<file path="config.mk">
export PLATFORM = sky130hd
export DESIGN_NAME = dsp_fetch_unit
export DESIGN_NICKNAME = d
export VERILOG_FILES = /design/src/rtl/dsp_fetch_unit.sv
export SDC_FILE = /design/constraint.sdc
export NUM_CORES = 1
export LEC_CHECK = 0
export ABC_AREA = 1
export CAP_MARGIN = 40
export CORE_AREA = 2 2 98 100
export DETAILED_ROUTE_END_ITERATION = 7
export DIE_AREA = 0 0 100 102
export PLACE_DENSITY = 0.8
export RECOVER_POWER = 50
export SYNTH_ARGS = -nofsm -noshare
export SYNTH_HDL_FRONTEND = slang
export SYNTH_SLANG_ARGS = --single-unit
</file>
<file path="constraint.sdc">
create_clock -name clk -period 3 [get_ports clk]
set_input_delay 0.45 -clock clk [delete_from_list [all_inputs] [get_ports clk]]
set_output_delay 0.45 -clock clk [all_outputs]
set_load 0.01 [all_outputs]
</file>
<file path="src/rtl/dsp_fetch_unit.sv">
// Instruction fetch / PC sequencer: one outstanding imem request, valid/ready hand-off to decode.
// Optional perf counters (flush_count, fetch_count) when DSP_FETCH_PERF_CNT_EN is defined.
module dsp_fetch_unit #(
  parameter int                  ADDR_LEN   = 16,
  parameter int                  INSTR_LEN  = 32,
  parameter logic [ADDR_LEN-1:0] RESET_ADDR = {ADDR_LEN{1'b0}}
) (
  input  logic                 clk,
  input  logic                 rst_n,
  input  logic                 jump_flag,
  input  logic [ADDR_LEN-1:0]  jump_addr,
  output logic                 imem_req,
  output logic [ADDR_LEN-1:0]  imem_addr,
  input  logic                 imem_ack,
  input  logic [INSTR_LEN-1:0] imem_rdata,
  output logic                 instr_valid,
  input  logic                 instr_ready,
  output logic [INSTR_LEN-1:0] instr_out,
  output logic [ADDR_LEN-1:0]  instr_pc
`ifdef DSP_FETCH_PERF_CNT_EN
  ,
  output logic [15:0]          flush_count,
  output logic [15:0]          fetch_count
`endif
);

  localparam logic [1:0] IDLE    = 2'd0;
  localparam logic [1:0] REQ     = 2'd1;
  localparam logic [1:0] HOLD    = 2'd2;
  localparam logic [1:0] DISCARD = 2'd3;

  localparam logic [ADDR_LEN-1:0] PC_STEP = {{(ADDR_LEN-1){1'b0}}, 1'b1};

  logic [1:0]          state_reg;
  logic [ADDR_LEN-1:0] pc_reg;

  always_ff @(posedge clk) begin
    if (!rst_n) begin
      state_reg   <= IDLE;
      pc_reg      <= RESET_ADDR;
      imem_req    <= 1'b0;
      imem_addr   <= RESET_ADDR;
      instr_valid <= 1'b0;
      instr_out   <= '0;
      instr_pc    <= '0;
    end else if (jump_flag) begin
      // A redirect squashes whatever is held and steers the next request.
      pc_reg      <= jump_addr;
      instr_valid <= 1'b0;
      case (state_reg)
        REQ: begin
          if (imem_ack) begin
            imem_addr <= jump_addr;
          end else begin
            state_reg <= DISCARD;
          end
        end
        DISCARD: begin
          if (imem_ack) begin
            imem_addr <= jump_addr;
            state_reg <= REQ;
          end
        end
        default: begin
          imem_req  <= 1'b1;
          imem_addr <= jump_addr;
          state_reg <= REQ;
        end
      endcase
    end else begin
      case (state_reg)
        IDLE: begin
          imem_req  <= 1'b1;
          imem_addr <= pc_reg;
          state_reg <= REQ;
        end
        REQ: begin
          if (imem_ack) begin
            instr_out   <= imem_rdata;
            instr_pc    <= pc_reg;
            instr_valid <= 1'b1;
            pc_reg      <= pc_reg + PC_STEP;
            imem_req    <= 1'b0;
            state_reg   <= HOLD;
          end
        end
        HOLD: begin
          if (instr_ready) begin
            instr_valid <= 1'b0;
            imem_req    <= 1'b1;
            imem_addr   <= pc_reg;
            state_reg   <= REQ;
          end
        end
        DISCARD: begin
          // Stale response from a redirected request: drop it and refetch at pc.
          if (imem_ack) begin
            imem_addr <= pc_reg;
            state_reg <= REQ;
          end
        end
        default: state_reg <= IDLE;
      endcase
    end
  end

`ifdef DSP_FETCH_PERF_CNT_EN
  always_ff @(posedge clk) begin
    if (!rst_n) begin
      flush_count <= 16'h0000;
      fetch_count <= 16'h0000;
    end else begin
      if (jump_flag && (flush_count != 16'hFFFF)) begin
        flush_count <= flush_count + 16'h0001;
      end
      if (instr_valid && instr_ready) begin
        fetch_count <= fetch_count + 16'h0001;
      end
    end
  end
`endif

endmodule
</file>
# Word-level counts from Yosys, hierarchy flattened

Index checks and enable logic that the tools add are counted.

Register bits after elaboration: 84
Bits of input ports: 53

Add/sub/neg operators: 1
Eq/ne operators: 11
Multiplexer cells: 24
Bitwise gates (word level): 2
Reductions and logical operators: 14

Operators with widths:

| operator                                                        | count |
|---|---|
| 16-bit two-way mux                                              | 8 |
| 16-bit case mux with 3 select lines                             | 1 |
| 16-bit by 1-bit adder with 16-bit output, second input constant | 1 |
| 3-bit != test, second input constant                            | 4 |
| 2-bit two-way mux                                               | 5 |
| 3-bit AND reduction                                             | 3 |
| 2-bit case mux with 4 select lines                              | 1 |
| 4-bit AND reduction                                             | 2 |
| 4-bit nonzero test                                              | 2 |
| 1-bit two-way mux                                               | 6 |
| 2-bit != test, second input constant                            | 3 |
| 2-bit nonzero test                                              | 3 |
| 2-bit == test, second input constant                            | 2 |
| 2-bit case mux with 2 select lines                              | 1 |
| 2-bit OR reduction                                              | 2 |
| 3-bit by 2-bit != test with 1-bit output, second input constant | 1 |
| 1-bit case mux with 3 select lines                              | 1 |
| 2-bit by 1-bit == test with 1-bit output, second input constant | 1 |
| 2-bit zero test                                                 | 1 |
| 1-bit inverter                                                  | 2 |
| 1-bit case mux with 2 select lines                              | 1 |
| 2-bit AND reduction                                             | 1 |

# Logic depth before layout (Yosys ltp)

Word-level depth: 4
Gate-level depth with buffers: 9

# Worst setup path after synthesis

No wires, ideal clock.

Path kind: input to register
Start: input jump_flag
End: register pc_reg[14]
Library setup time: 109 ps
Arrival: 1236 ps
Data required time: 2891 ps
Path slack: 1655 ps
Cell stages on the path: 8
Buffers on the path: 2
Cell sequence: buf_4 inv_2 nand2_2 buf_4 o21ai_0 inv_1 nand2_1 inv_1

Cells in the longest elaborated chain, start to end: 2
Elaborated cells on any way between the ends: 4
Classes of those cells: mux (1); reduce/logical (3)

RTL lines:

| what                                 | line | source |
|---|---|---|
| start: declaration                   | 10   | `input logic jump_flag,` |
| 2-bit nonzero test (no source line)  | -    |  |
| 2-bit AND reduction (no source line) | -    |  |
| end signal: assignment               | 48   | `pc_reg <= jump_addr;` |
| end signal: assignment               | 82   | `pc_reg <= pc_reg + PC_STEP;` |
| end: declaration                     | 35   | `logic [ADDR_LEN-1:0] pc_reg;` |

Parallel ways exist; a longest one is shown, timed or not.
A chain may end at the register's enable or synchronous reset.

# Worst setup path after layout

Start: input imem_ack
End: register instr_pc[12]

Cells in the longest elaborated chain, start to end: 1

RTL lines:

| what                                 | line | source |
|---|---|---|
| start: declaration                   | 14   | `input logic imem_ack,` |
| 3-bit AND reduction (no source line) | -    |  |
| end signal: assignment               | 80   | `instr_pc <= pc_reg;` |
| end: declaration                     | 19   | `output logic [ADDR_LEN-1:0] instr_pc` |

No other way between the ends.

==> impl_metrics.env <==
export IMPL_status="completed"
export IMPL_syn_inst=547
export IMPL_cts_inserted_buffers=9
export IMPL_final_hold_viol_count=0
export IMPL_synth_avg_cell_area_um2=6.93
export IMPL_grt_remaining_overflow=0
export IMPL_ios=119
export IMPL_drv_cap=0
export IMPL_grt_pass1_vias=3725
export IMPL_arrival_ns=2.26
export IMPL_fin_tns_setup_ns=0
export IMPL_regMostFlops="instr_out"
export IMPL_synth_top_cells_by_area="dfxtp_1 44%, nor2_1 11%, o21ai_0 8.3%"
export IMPL_hp_class="reg2reg"
export IMPL_synthArstFlopShare_pct=0
export IMPL_critPathKind="in2reg"
export IMPL_grt_pass1_wl_um=16700
export IMPL_fin_crit_ns=1.97
export IMPL_vdd_drop_max_mv=0.267
export IMPL_pre_cts_ws_ns=0.795
export IMPL_cts_sinks=84
export IMPL_wl_per_cell_um=13.1
export IMPL_grt_antenna_before_repair=0
export IMPL_critPathRequiredTime_ns=3.29
export IMPL_die_h_um=102
export IMPL_tritoncts="yes"
export IMPL_die_w_um=100
export IMPL_critPathLaunchType="input port"
export IMPL_first_iter_violations=293
export IMPL_yosysTopAreaCell="dfxtp_1"
export IMPL_finalSetupViolCount=0
export IMPL_ctsHoldBuffers=0
export IMPL_num_rows=35
export IMPL_fmax_mhz=508
export IMPL_initial_core_util_pct=41.6
export IMPL_timing_final_crit_share_pct=65.6
export IMPL_place_congestion=0.888
export IMPL_yosys_register_bits=84
export IMPL_htree_levels=3
export IMPL_cts_root_buf="clkbuf_8"
export IMPL_worst_pin_slew_ns=0.590
export IMPL_synth_cell_types=26
export IMPL_clkTransAtPathRegs_ns=0.09
export IMPL_die_area_um2=10200
export IMPL_yosysWarningCount=0
export IMPL_relSlewSlack_pct=60.6
export IMPL_vias=3893
export IMPL_postCtsSetupBuffers=0
export IMPL_drc=0
export IMPL_numPortBuffers=118
export IMPL_grt_usage_pct=20.0
export IMPL_cts_resized=0
export IMPL_synth_flop_cell="dfxtp_1"
export IMPL_netlist_area_um2=3790
export IMPL_rsz0062_at_grt="false"
export IMPL_nets=705
export IMPL_dpl_hpwl_um=7190
export IMPL_core_um2=9110
export IMPL_syn_to_final_growth_pct=36.0
export IMPL_first_pass_iters=5
export IMPL_finalInstanceArea_um2=5150
export IMPL_via_per_inst=5.08
export IMPL_end_kind="flip-flop"
export IMPL_total_leakage_power_nw=2.39
export IMPL_antennaDiodeCount=0
export IMPL_layout_drive_gt1_share_pct=4.73
export IMPL_synth_edff_count=0
export IMPL_setup_ws_ns=1.03
export IMPL_drv_slew=0
export IMPL_place_area_um2=4970
export IMPL_synth_nets=601
export IMPL_ant_nets=0
export IMPL_cellPowerDensity_nw_per_um2=499
export IMPL_crit_fanout=36
export IMPL_yosysSeqAreaShare_pct=44.4
export IMPL_synth_top_area_share_pct=44.4
export IMPL_power_total_mw=2.57
export IMPL_clk_latency_ns=0.36
export IMPL_clock_path_buffers=2
export IMPL_fin_worst_skew_ns=0.0188
export IMPL_drt_wl_total_um=10100
export IMPL_largest_reg_flops=32
export IMPL_grt_max_degree=67
cell type report:
| cell class | count | area (um2) |
|---|---|---|
| multi-input combinational | 365 | 1670 |
| inverter | 69 | 259 |
| timing repair buffer | 122 | 1200 |
| clock inverter | 7 | 73.8 |
| tap | 111 | 139 |
| clock buffer | 9 | 124 |
| fill | 850 | 3960 |
| sequential | 84 | 1680 |
cells by family after synthesis:
kind of cell	synth area share, %
compound gates	18.1
fa+ha+maj	0.330
buf+inv	11.1
flops	44.4
simple gates	26.1
worst max-delay path, cell delays in order:
cell           delay (ns)
dlygate4sd3_1        0.58
inv_1                0.11
nor2_2               0.04
nand2_1              0.19
nor2_8               0.09
inv_2                0.47
o21ai_0              0.16
nor2_1               0.14
through the flow:
step | util, % | hold slack (ns) | instances
global placement | 54.5 | 0.435 | 751
detailed placement | 54.5 | 0.439 | 751
global route | 56.6 | 0.467 | 767
finish | 56.6 | 0.449 | 767
CTS | 56.7 | 0.452 | 767
floorplan | - | 0.468 | 547
cell usage in the layout (no fill, tap or decap), types with 3 or more instances in the layout:
cell             instances
a21oi_1                 27
nand4_1                  7
dlygate4sd3_1           61
dfxtp_1                 84
inv_2                    3
clkdlybuf4s50_1         55
a211oi_1                13
buf_4                    4
clkbuf_8                 9
o21ai_1                 16
nand2_1                 79
inv_1                   65
o21ai_0                 64
nor2_1                 116
a31oi_1                  5
nor2_2                   3
nand3_1                 28
final timing paths:
check / startpoint / to / slack [ns] / cells past startpoint
min: imem_addr[3] / imem_addr[3] / 0.45 / 2
max: imem_ack / instr_pc[12] / 1.03 / 8
min reg2reg: imem_addr[3] / imem_addr[3] / 0.45 / 2
max reg2reg: state_reg[0] / imem_addr[13] / 1.28 / 6
routing by layer:
layer	up-vias	part of all wire [%]	global-route usage, %
met5	-	0	0
met4	0	2.4	6.95
met3	24	8.4	6.09
met2	145	46	33.6
met1	1761	43	24.5
li1	1963	-	-
power by group:
part / switching (mW) / internal [mW] / total, mW
logic: 0.261 / 0.226 / 0.487
clock network: 0.435 / 0.389 / 0.824
registers: 0.0574 / 1.20 / 1.26
cells in the mapped netlist, types with 2 or more instances:
library cell and count:
inv_2 3, o21ai_1 17, inv_1 65, a21oi_1 27, o21ai_0 63, nand3_2 2
o211ai_1 2, nand4_1 7, buf_6 2, nand2_2 2, buf_4 6, nor2_2 3
buf_2 12, a211oi_1 13, nor2_1 115, clkbuf_1 8, nand3_1 28, a31oi_1 5
dfxtp_1 84, nand2_1 77
(Power assumes the default switching activity.)
